### config.mk
export PLATFORM = sky130hd
export DESIGN_NAME = ex_mem_pipe_stage
export DESIGN_NICKNAME = d
export VERILOG_FILES = /design/src/rtl/ex_mem_pipe_stage.sv
export SDC_FILE = /design/constraint.sdc
export NUM_CORES = 1
export LEC_CHECK = 0
export ABC_AREA = 1
export BUFFER_PORTS_ARGS = -buffer_cell sky130_fd_sc_hd__buf_2
export CAP_MARGIN = 20
export CORE_UTILIZATION = 48
export CTS_BUF_LIST = sky130_fd_sc_hd__clkbuf_4 sky130_fd_sc_hd__clkbuf_8
export DETAILED_ROUTE_END_ITERATION = 10
export MAX_ROUTING_LAYER = met4
export PLACE_DENSITY = 0.83
export SYNTH_ARGS = -nofsm -noshare
export SYNTH_HDL_FRONTEND = slang
export SYNTH_SLANG_ARGS = --single-unit
### constraint.sdc
create_clock -name clk -period 1.95 [get_ports clk]
set_input_delay 0 -clock clk [delete_from_list [all_inputs] [get_ports clk]]
set_output_delay 0 -clock clk [all_outputs]
set_load 0.005 [all_outputs]
### src/rtl/ex_mem_pipe_stage.sv
// EX->MEM pipeline register with valid/ready handshake, flush and optional skid slot.
// Bubbles carry zeroed control bits so a squashed or empty slot can never write state.
module ex_mem_pipe_stage #(
  parameter int CTRL_W     = 4,
  parameter int REG_ADDR_W = 5,
  parameter int DATA_W     = 32,
  parameter int SKID       = 1
) (
  input  logic                  clk,
  input  logic                  reset,
  input  logic                  flush,
  input  logic                  in_valid,
  output logic                  in_ready,
  input  logic [CTRL_W-1:0]     in_ctrl,
  input  logic [REG_ADDR_W-1:0] in_wreg,
  input  logic [DATA_W-1:0]     in_alu,
  input  logic [DATA_W-1:0]     in_wdata,
  output logic                  out_valid,
  input  logic                  out_ready,
  output logic [CTRL_W-1:0]     out_ctrl,
  output logic [REG_ADDR_W-1:0] out_wreg,
  output logic [DATA_W-1:0]     out_alu,
  output logic [DATA_W-1:0]     out_wdata,
  output logic [1:0]            occupancy
);

  typedef struct packed {
    logic [CTRL_W-1:0]     ctrl;
    logic [REG_ADDR_W-1:0] wreg;
    logic [DATA_W-1:0]     alu;
    logic [DATA_W-1:0]     wdata;
  } entry_t;

  entry_t in_ent;
  entry_t head_q, head_d;
  logic   head_vld_q, head_vld_d;
  logic   accept, rel;

  assign in_ent = '{ctrl: in_ctrl, wreg: in_wreg, alu: in_alu, wdata: in_wdata};
  assign accept = in_valid & in_ready;
  assign rel    = head_vld_q & out_ready;

  always_ff @(posedge clk) begin
    if (reset) begin
      head_q     <= '0;
      head_vld_q <= 1'b0;
    end else begin
      head_q     <= head_d;
      head_vld_q <= head_vld_d;
    end
  end

  generate
    if (SKID == 0) begin : g_single
      always_comb begin
        head_d     = head_q;
        head_vld_d = head_vld_q;
        if (flush) begin
          head_vld_d = 1'b0;
        end else if (accept) begin
          head_d     = in_ent;
          head_vld_d = 1'b1;
        end else if (rel) begin
          head_vld_d = 1'b0;
        end
      end

      assign in_ready  = ~reset & (~head_vld_q | out_ready);
      assign occupancy = {1'b0, head_vld_q};
    end else begin : g_skid
      entry_t skid_q, skid_d;
      logic   skid_vld_q, skid_vld_d;
      logic   rdy_q;

      // The skid slot is only ever filled behind a valid head, so the
      // {skid, head} valid pair never takes the value 2'b10.
      always_comb begin
        head_d     = head_q;
        head_vld_d = head_vld_q;
        skid_d     = skid_q;
        skid_vld_d = skid_vld_q;
        if (flush) begin
          head_vld_d = 1'b0;
          skid_vld_d = 1'b0;
        end else begin
          case ({skid_vld_q, head_vld_q})
            2'b00: begin
              if (accept) begin
                head_d     = in_ent;
                head_vld_d = 1'b1;
              end
            end
            2'b01: begin
              if (accept && rel) begin
                head_d = in_ent;
              end else if (accept) begin
                skid_d     = in_ent;
                skid_vld_d = 1'b1;
              end else if (rel) begin
                head_vld_d = 1'b0;
              end
            end
            2'b11: begin
              if (rel) begin
                head_d     = skid_q;
                skid_vld_d = 1'b0;
              end
            end
            default: ;
          endcase
        end
      end

      // rdy_q resets high; reset itself gates the port so in_ready is low
      // during reset and high in the first cycle after it drops.
      always_ff @(posedge clk) begin
        if (reset) begin
          skid_q     <= '0;
          skid_vld_q <= 1'b0;
          rdy_q      <= 1'b1;
        end else begin
          skid_q     <= skid_d;
          skid_vld_q <= skid_vld_d;
          rdy_q      <= ~(head_vld_d & skid_vld_d);
        end
      end

      assign in_ready  = rdy_q & ~reset;
      assign occupancy = {1'b0, head_vld_q} + {1'b0, skid_vld_q};
    end
  endgenerate

  assign out_valid = head_vld_q;
  assign out_ctrl  = head_vld_q ? head_q.ctrl : '0;
  assign out_wreg  = head_q.wreg;
  assign out_alu   = head_q.alu;
  assign out_wdata = head_q.wdata;

endmodule
==> flow_summary.json, run 1 <==
{
  "p_sw_mw": 1.64,
  "grt_overflow": 0,
  "power_frac_comb": 0.125,
  "area_delta_synth_final_pct": 22.2,
  "ir_worst_vdd_v": 0.000788,
  "power_frac_seq": 0.493,
  "grt.total_usage": 0.263,
  "die_area_um2": 15400,
  "drt-total-wl_mm": 19.7,
  "drv_cap": 0,
  "path_clk_slew_ns": 0.07,
  "fin_ws_ns": 0.128,
  "drtAntennaViolNets": 0,
  "synth.top_cell.area_share": 0.416,
  "synth_cells": 1001,
  "report.power.total_mw": 6.50,
  "core_area_um2": 14500,
  "drc": 0,
  "clk_latency_ns": 0.45,
  "crit_path_end_kind": "flop",
  "h-tree-depth": 4,
  "clock_path_buffers": 2,
  "synth_most_common_cell": "nand2_1",
  "die_y_um": 124,
  "met3_length_mm": 1.34,
  "cts-root-buf": "clkbuf_8",
  "period_share": 0.934,
  "synth-seq-cells": 149,
  "drive_gt1_frac": 0.196,
  "p_sw_frac": 0.251,
  "synthFlopType": "dfxtp_1",
  "pre_cts_slack_ns": 0.253,
  "hold_start": "reset",
  "grt_max_degree": 76,
  "ios": 155,
  "grt_pass1_wl_mm": 30.6,
  "nets": 1213,
  "wl_per_cell_um": 14.8,
  "hold_violations": 0,
  "worstSetupPathType": "flop to flop",
  "insertedDiodeCount": 0,
  "fmax_mhz": 549,
  "drv_slew": 0,
  "period_minus_slack_ns": 1.82,
  "required_ns": 2.34,
  "initial_core_util": 0.493,
  "place_area_um2": 7580,
  "dieWidth_um": 124,
  "dr.pass1.iters": 5,
  "cts_setup_buffers": 0,
  "via_per_inst": 5.23,
  "vias": 6937,
  "routed-wl-met2_mm": 9.58,
  "synth_fp_nets": 1083,
  "maxUsedRoutingLayer": "met4",
  "rows": 44,
  "cts_tree": "built",
  "avgSynthCellArea_um2": 7.15,
  "io_buffers": 154,
  "startpoint": "out_valid",
  "synth_area_um2": 7160,
  "antenna_found_initial": 0,
  "p_per_area_nw_per_um2": 743,
  "synthTopCellsByArea": "dfxtp_1, nand2_1, nand3_1",
  "cts.sinks": 149,
  "power.share.clock": 0.382,
  "yosysSeqAreaShare": 0.416,
  "setup_violations": 0,
  "synth_edf_count": 0,
  "fin_skew_ns": 0.0128,
  "cts_buffers": 17,
  "yosysWarnings": 0,
  "gp_congestion": 0.862,
  "dr.first_iter.drc_count": 754,
  "rsz0062_at_grt": "false",
  "cp.arrival_ns": 2.21,
  "synth.largest_area_cell": "dfxtp_1",
  "worstPathMaxFanout": 7,
  "relSlewSlack": 0.455,
  "hold_path_class": "input port to flop",
  "start_kind": "flop",
  "design_area_um2": 8750,
  "fin_util": 0.602,
  "async_reset_ff_frac": 0,
  "status": "finished clean",
  "leakage_nw": 3.70,
  "grt_pass1_vias": 6366,
  "synth_cell_types": 22,
  "synth.top_cells.by_count": "nand2_1, nor2_1, dfxtp_1, nand3_1, a21oi_1",
  "fin_setup_tns_ns": 0,
  "rr_startpoint": "out_valid",
  "p_int_mw": 4.87,
  "tightest_slew_ns": 0.817,
  "dp_hpwl_mm": 11.3,
  "drt-met1-wl_mm": 8.36
}
## placed cells by master (no fill, tap or decap)
master and count:
a21boi_0 73, a21oi_1 74, a21oi_4 2, buf_12 7
buf_2 154, buf_4 18, bufinv_16 3, clkbuf_4 2
clkbuf_8 19, clkinv_1 1, clkinv_2 3, clkinv_4 1
clkinvlp_4 2, dfxtp_1 148, dfxtp_2 1, dlygate4sd3_1 77
ha_1 3, ha_2 1, inv_1 10, inv_2 2
nand2_1 230, nand2_2 5, nand3_1 147, nand3_2 1
nand4_1 1, nor2_1 152, nor2_4 2, o21ai_0 2
o21ai_4 1
## power groups by stage
stage / Combinational [mW] / Sequential, mW / Clock, mW
3_3_place_gp: 0.669 / 3.27 / 0
6_report: 0.816 / 3.20 / 2.48
3_5_place_dp: 0.676 / 3.27 / 0
2_1_floorplan: 0.512 / 3.26 / 0
4_1_cts: 0.798 / 3.20 / 2.53
5_1_grt: 0.906 / 3.22 / 2.66
## routing by layer
| layer | global-route usage | up-vias |
|---|---|---|
| met5 | - | - |
| met4 | 0.109 | 0 |
| met3 | 0.0572 | 40 |
| met2 | 0.434 | 311 |
| met1 | 0.309 | 3157 |
| li1 | - | 3429 |
## final timing paths
kind | slack [ns] | endpoint | cells after the start
min reg2reg | 0.46 | g_skid.skid_q[13] | 2
max reg2reg | 0.13 | out_valid | 9
max | 0.13 | out_valid | 9
min | 0.20 | g_skid.rdy_q | 7
## logic make-up (layout without fill, tap and decap cells)
| kind of cell | Yosys count | count (layout) | synth area share |
|---|---|---|---|
| AO/OA/AOI/OAI | 152 | 152 | 0.133 |
| buffers and inverters | 158 | 299 | 0.132 |
| flip-flops | 149 | 149 | 0.416 |
| adder cells (fa/ha/maj) | 4 | 4 | 0.00699 |
| AND/OR/NAND/NOR | 538 | 538 | 0.311 |
## final cells by class
cell class              instances  area (µm²)
fillers                      1274        5780
multi-input cells             694        3270
flip-flops and latches        149        2980
repair buffers                256        1820
clock buffers                  21         277
well taps                     184         230
clock inverters                 9         129
inverters                      13        48.8
## registers in the layout, summed over array words and instances (netlist names)
signal             flops
out_alu               32
head_q                 4
out_wdata             32
out_wreg               5
g_skid.rdy_q           1
g_skid.skid_vld_q      1
g_skid.skid_q         73
out_valid              1
## metrics by stage
stage | cells | hold slack (ns)
after detailed placement | 1219 | 0.290
after floorplan | 1001 | 0.0387
after global routing | 1326 | 0.248
final | 1326 | 0.198
after CTS | 1326 | 0.155
after global placement | 1219 | 0.284
## worst max-delay path: stages (launching register included)
cell,delay [ns]
dfxtp_1,0.37
buf_4,0.18
ha_1,0.25
nand2_1,0.08
inv_1,0.07
nand2_1,0.05
nand3_1,0.09
nand2_1,0.06
dlygate4sd3_1,0.55
inv_1,0.05
## repair_timing
action                                  4_1_cts  5_1_grt
gates resized for setup                       0        1
hold endpoints to repair                    149        0
endpoints found under the setup margin        0        1
hold buffers                                 77        0
(Power assumes the default switching activity.)
==> run 2: changes to the inputs <==
--- a/config.mk
+++ b/config.mk
@@ -8,11 +8,11 @@
 export ABC_AREA = 1
 export BUFFER_PORTS_ARGS = -buffer_cell sky130_fd_sc_hd__buf_2
 export CAP_MARGIN = 20
-export CORE_UTILIZATION = 48
+export CORE_UTILIZATION = 35
 export CTS_BUF_LIST = sky130_fd_sc_hd__clkbuf_4 sky130_fd_sc_hd__clkbuf_8
 export DETAILED_ROUTE_END_ITERATION = 10
 export MAX_ROUTING_LAYER = met4
-export PLACE_DENSITY = 0.83
+export PLACE_DENSITY = 0.66
 export SYNTH_ARGS = -nofsm -noshare
 export SYNTH_HDL_FRONTEND = slang
 export SYNTH_SLANG_ARGS = --single-unit
==> run 2 against run 1 <==
Final cell count increased by 6.0%. Die area increased by 36%. Sequential share of layout area shrank 0.064 points. Clock power is 13% lower. Largest cell class unchanged. Largest power group unchanged.
==> flow_summary.json, run 2 (synthesis gave the netlist of run 1 again) <==
{
  "crit_path_end_kind": "flop",
  "insertedDiodeCount": 0,
  "top_register": "g_skid.skid_q",
  "ios": 155,
  "fin_setup_tns_ns": 0,
  "cts_setup_buffers": 0,
  "p_int_mw": 4.46,
  "drv_cap": 0,
  "cp.arrival_ns": 2.14,
  "area_delta_synth_final_pct": 22.5,
  "drv_slew": 0,
  "fmax_mhz": 559,
  "relSlewSlack": 0.433,
  "grt.total_usage": 0.196,
  "die_area_um2": 21000,
  "pre_cts_slack_ns": 0.172,
  "ir_worst_vdd_v": 0.000383,
  "power.share.clock": 0.349,
  "grt_max_degree": 74,
  "cts_tree": "built",
  "antenna_found_initial": 0,
  "cts_buffers": 17,
  "h-tree-depth": 4,
  "rsz0062_at_grt": "false",
  "path_common_cell": "inv_1",
  "period_minus_slack_ns": 1.79,
  "drc": 0,
  "hold_violations": 0,
  "drt-total-wl_mm": 19.9,
  "grt_pass1_wl_mm": 32.3,
  "drtAntennaViolNets": 0,
  "largest_reg_flops": 73,
  "worstSetupPathType": "flop to flop",
  "power_frac_seq": 0.519,
  "clock_path_buffers": 2,
  "fin_util": 0.444,
  "die_y_um": 145,
  "setup_violations": 0,
  "vias": 6755,
  "cts.sinks": 149,
  "rows": 51,
  "p_sw_frac": 0.278,
  "tightest_slew_ns": 0.851,
  "dp_hpwl_mm": 11.7,
  "worstPathMaxFanout": 7,
  "nets": 1210,
  "hold_start": "reset",
  "grt_pass1_vias": 6325,
  "r2r_end": "out_valid",
  "r2r_slack_ns": 0.16,
  "fin_ws_ns": 0.162,
  "drive_gt1_frac": 0.196,
  "dr.pass1.iters": 5,
  "period_share": 0.917,
  "start_kind": "flop",
  "wl_per_cell_um": 14.1,
  "path_cells": "inv_1 -> ha_1 -> o21ai_0 -> nand3_1 -> nand2_1 -> dlygate4sd3_1 -> inv_1",
  "required_ns": 2.30,
  "io_buffers": 154,
  "dr.first_iter.drc_count": 305,
  "dieWidth_um": 145,
  "holdWs_ns": 0.104,
  "p_per_area_nw_per_um2": 703,
  "cts-root-buf": "clkbuf_8",
  "cp.buffers_inverters": 3,
  "clk_latency_ns": 0.45,
  "cp_slowest_cell": "dlygate4sd3_1",
  "hold_path_end": "g_skid.skid_q[17]",
  "max_stage_delay_ns": 0.55,
  "worstHoldPathCells": 3,
  "status": "finished clean",
  "rr_startpoint": "out_valid",
  "via_per_inst": 4.80,
  "reg2regPathDepth": 7,
  "core_area_um2": 19800,
  "fin_skew_ns": 0.0138,
  "grt_overflow": 0,
  "power_frac_comb": 0.131,
  "cp_top_family": "buffers and inverters",
  "path_clk_slew_ns": 0.08,
  "leakage_nw": 3.65,
  "gp_congestion": 0.773,
  "hold_path_class": "input port to flop",
  "initial_core_util": 0.362,
  "layout_common_cells": "nand2_1, buf_2, nor2_1, nand3_1, dfxtp_1",
  "finalNonFillerCells": 1406,
  "p_sw_mw": 1.71,
  "layout_commonest_cell": "nand2_1",
  "placedCellCount": 1297,
  "nFillCells": 1982
}
-- run 2: cell types whose count changed in the layout (fill, tap and decap cells not counted), sizes merged --
cell and change:
clkinvlp +4, buf -3, inv +1, clkinv +1, clkbuf -1, bufinv -3
-- run 2: power groups by stage --
stage | Sequential [mW] | Combinational, mW | Clock, mW
2_1_floorplan | 3.26 | 0.512 | 0
3_3_place_gp | 3.27 | 0.687 | 0
3_5_place_dp | 3.27 | 0.686 | 0
4_1_cts | 3.20 | 0.808 | 2.23
5_1_grt | 3.22 | 0.901 | 2.34
6_report | 3.20 | 0.810 | 2.15
-- run 2: final cells by class --
| class | instances | area, µm² | share of cell area |
|---|---|---|---|
| tap | 265 | 332 | 0.0378 |
| multi-input combinational | 694 | 3270 | 0.373 |
| inverter | 13 | 48.8 | 0.00556 |
| timing repair buffer | 253 | 1790 | 0.204 |
| clock inverter | 12 | 82.6 | 0.00941 |
| clock buffer | 20 | 263 | 0.0299 |
| sequential | 149 | 2990 | 0.340 |
-- run 2: worst register-to-register path, cell delays in order, from the launching register on --
cell and delay, ns:
dfxtp_2 0.39, inv_1 0.08, ha_1 0.27, o21ai_0 0.18
nand3_1 0.12, nand2_1 0.07, dlygate4sd3_1 0.55, inv_1 0.04
-- run 2: routing by layer --
layer	vias up	share of wire	global-route usage
met4	0	0.015	0.0691
li1	3424	-	-
met1	3066	0.46	0.244
met3	25	0.063	0.0374
met2	240	0.46	0.316
met5	-	0	-
-- run 2: metrics by stage --
step	instance area, µm²	power, mW
detailed placement	7660	3.96
finish	8770	6.17
CTS	8770	6.24
global route	8770	6.46
floorplan	7160	3.77
global placement	7660	3.96
-- run 2: how the worst max path moves through the flow --
stage / startpoint / end / slack (ns) / cells after the start
2_1_floorplan: out_valid / out_wdata[12] / 0.26 / 10
5_1_grt: out_valid / out_valid / 0.02 / 7
4_1_cts: out_valid / out_valid / 0.10 / 7
3_3_place_gp: out_valid / out_wdata[3] / 0.24 / 7
3_5_place_dp: out_valid / out_wdata[3] / 0.17 / 7
6_report: out_valid / out_valid / 0.16 / 7
-- run 2: timing repair --
item	4_1_cts	5_1_grt
hold buffers	77	0
resized for setup	0	2
endpoints found under the hold margin	149	0
setup endpoints to repair	0	7
==> run 3: changes to the inputs <==
==> constraint.sdc (replaced) <==
create_clock -name clk -period 2.14 [get_ports clk]
set_input_delay 0 -clock clk [delete_from_list [all_inputs] [get_ports clk]]
set_output_delay 0 -clock clk [all_outputs]
set_load 0.005 [all_outputs]
==> run 3 against run 2 <==
Via count increased by 1.2%. Clock power about the same. Routed wire length decreased by 1.1%. Fmax decreased by 5.3%. Non-clock buffer count decreased by 1. Power decreased by 5.9%. Die area unchanged. Setup slack improved by 0.091 ns. Combinational power decreased by 9.4%. Clock skew increased by 0.0050 ns. Register-to-register slack improved by 0.09 ns. Largest power group unchanged. Highest routed layer unchanged.
==> flow_summary.json, run 3 (synthesis gave the netlist of run 1 again) <==
{
  "grt_pass1_vias": 6314,
  "required_ns": 2.50,
  "insertedDiodeCount": 0,
  "dr.first_iter.drc_count": 409,
  "pre_cts_slack_ns": 0.409,
  "leakage_nw": 3.67,
  "area_delta_synth_final_pct": 22.8,
  "status": "finished clean",
  "fin_ws_ns": 0.253,
  "dieWidth_um": 145,
  "cts_buffers": 17,
  "relSlewSlack": 0.429,
  "wl_per_cell_um": 14.0,
  "largest_reg_flops": 73,
  "cts.sinks": 149,
  "clock_path_buffers": 2,
  "met2_usage": 0.308,
  "worstPathMaxFanout": 6,
  "die_area_um2": 21000,
  "rows": 51,
  "area.sequential_um2": 2980,
  "vias": 6839,
  "rsz0062_at_grt": "false",
  "cts-root-buf": "clkbuf_8",
  "ir_worst_vdd_v": 0.000363,
  "place_area_um2": 7650,
  "layout_common_cells": "nand2_1, buf_2, nor2_1, dfxtp_1, nand3_1",
  "cp.buffers_inverters": 3,
  "use_met1": 0.249,
  "finalNonFillerCells": 1403,
  "io_buffers": 154,
  "globalRouteMet3Util": 0.0396,
  "nFillCells": 1998,
  "core_area_um2": 19800,
  "hold_violations": 0,
  "busiest_layer": "met2",
  "ios": 155,
  "dp_hpwl_mm": 11.7,
  "path_common_cell": "inv_1",
  "dr.pass1.iters": 5,
  "fin_setup_tns_ns": 0,
  "cts_setup_buffers": 0,
  "placedCellCount": 1296,
  "max_stage_delay_ns": 0.56,
  "gp_congestion": 0.754,
  "worstSetupPathType": "flop to flop",
  "grt.total_usage": 0.196,
  "drc": 0,
  "antenna_found_initial": 0,
  "hold_path_class": "input port to flop",
  "path_cells": "inv_1 -> ha_1 -> o21ai_0 -> nand3_1 -> nand2_1 -> dlygate4sd3_1 -> inv_1",
  "grt_pass1_wl_mm": 32.7,
  "cp.arrival_ns": 2.25,
  "crit_path_end_kind": "flop",
  "cts_tree": "built",
  "drtAntennaViolNets": 0,
  "initial_core_util": 0.362,
  "grt_max_degree": 76,
  "drv_cap": 0,
  "via_per_inst": 4.87,
  "grt_overflow": 0,
  "clk_latency_ns": 0.46,
  "drt-total-wl_mm": 19.7,
  "start_kind": "flop",
  "drive_gt1_frac": 0.192,
  "design_area_um2": 8800,
  "h-tree-depth": 4,
  "cp_top_family": "buffers and inverters",
  "setup_violations": 0,
  "fmax_mhz": 530,
  "p_per_area_nw_per_um2": 660,
  "die_y_um": 145,
  "multi_input_comb_area_um2": 3270,
  "cp_slowest_cell": "dlygate4sd3_1",
  "post_cts_resized": 0,
  "period_share": 0.882,
  "path_clk_slew_ns": 0.09,
  "drv_slew": 0,
  "layout_commonest_cell": "nand2_1",
  "holdBufCountCts": 77,
  "tightest_slew_ns": 0.856,
  "fin_skew_ns": 0.0188,
  "nets": 1209,
  "top_register": "g_skid.skid_q",
  "period_minus_slack_ns": 1.89
}
## run 3: where the power goes
group / internal (mW) / switching, mW / total [mW] / leakage [nW]
sequential: 2.87 / 0.0502 / 2.92 / 1.21
clock: 1.09 / 1.07 / 2.15 / 0.188
combinational: 0.339 / 0.395 / 0.734 / 2.27
## run 3: path summary, 6_finish.rpt
path / startpoint / endpoint / slack [ns] / depth (start not counted)
max: g_skid.skid_vld_q / out_valid / 0.25 / 7
min: reset / g_skid.rdy_q / 0.20 / 7
max reg2reg: g_skid.skid_vld_q / out_valid / 0.25 / 7
min reg2reg: g_skid.skid_q[43] / g_skid.skid_q[43] / 0.46 / 2
## run 3: metal layers
layer | wire length [µm] | vias up
li1 | - | 3427
met1 | 9030 | 3143
met2 | 8990 | 246
met3 | 1330 | 23
met4 | 333 | 0
met5 | 0 | -
## run 3: layout make-up
| cell class | count | area share |
|---|---|---|
| inverters | 13 | 0.00555 |
| repair buffers | 252 | 0.203 |
| clock inverters | 9 | 0.0121 |
| well taps | 265 | 0.0377 |
| multi-input cells | 694 | 0.372 |
| flip-flops and latches | 149 | 0.339 |
| clock buffers | 21 | 0.0307 |
## run 3: worst register-to-register path: cells and delay by family, from the launching register on
| kind | cells | cell delay, ns |
|---|---|---|
| AO/OA/AOI/OAI | 1 | 0.18 |
| adder cells (fa/ha/maj) | 1 | 0.27 |
| buffers and inverters | 3 | 0.73 |
| flip-flops | 1 | 0.44 |
| AND/OR/NAND/NOR | 2 | 0.19 |
## run 3: through the flow
step                      total power [mW]   util  hold WS (ns)
after floorplan                       3.44      -        0.0387
after global placement                3.60  0.387         0.288
after detailed placement              3.61  0.387         0.292
after CTS                             5.87  0.445         0.179
after global routing                  6.09  0.445         0.233
final                                 5.81  0.445         0.197
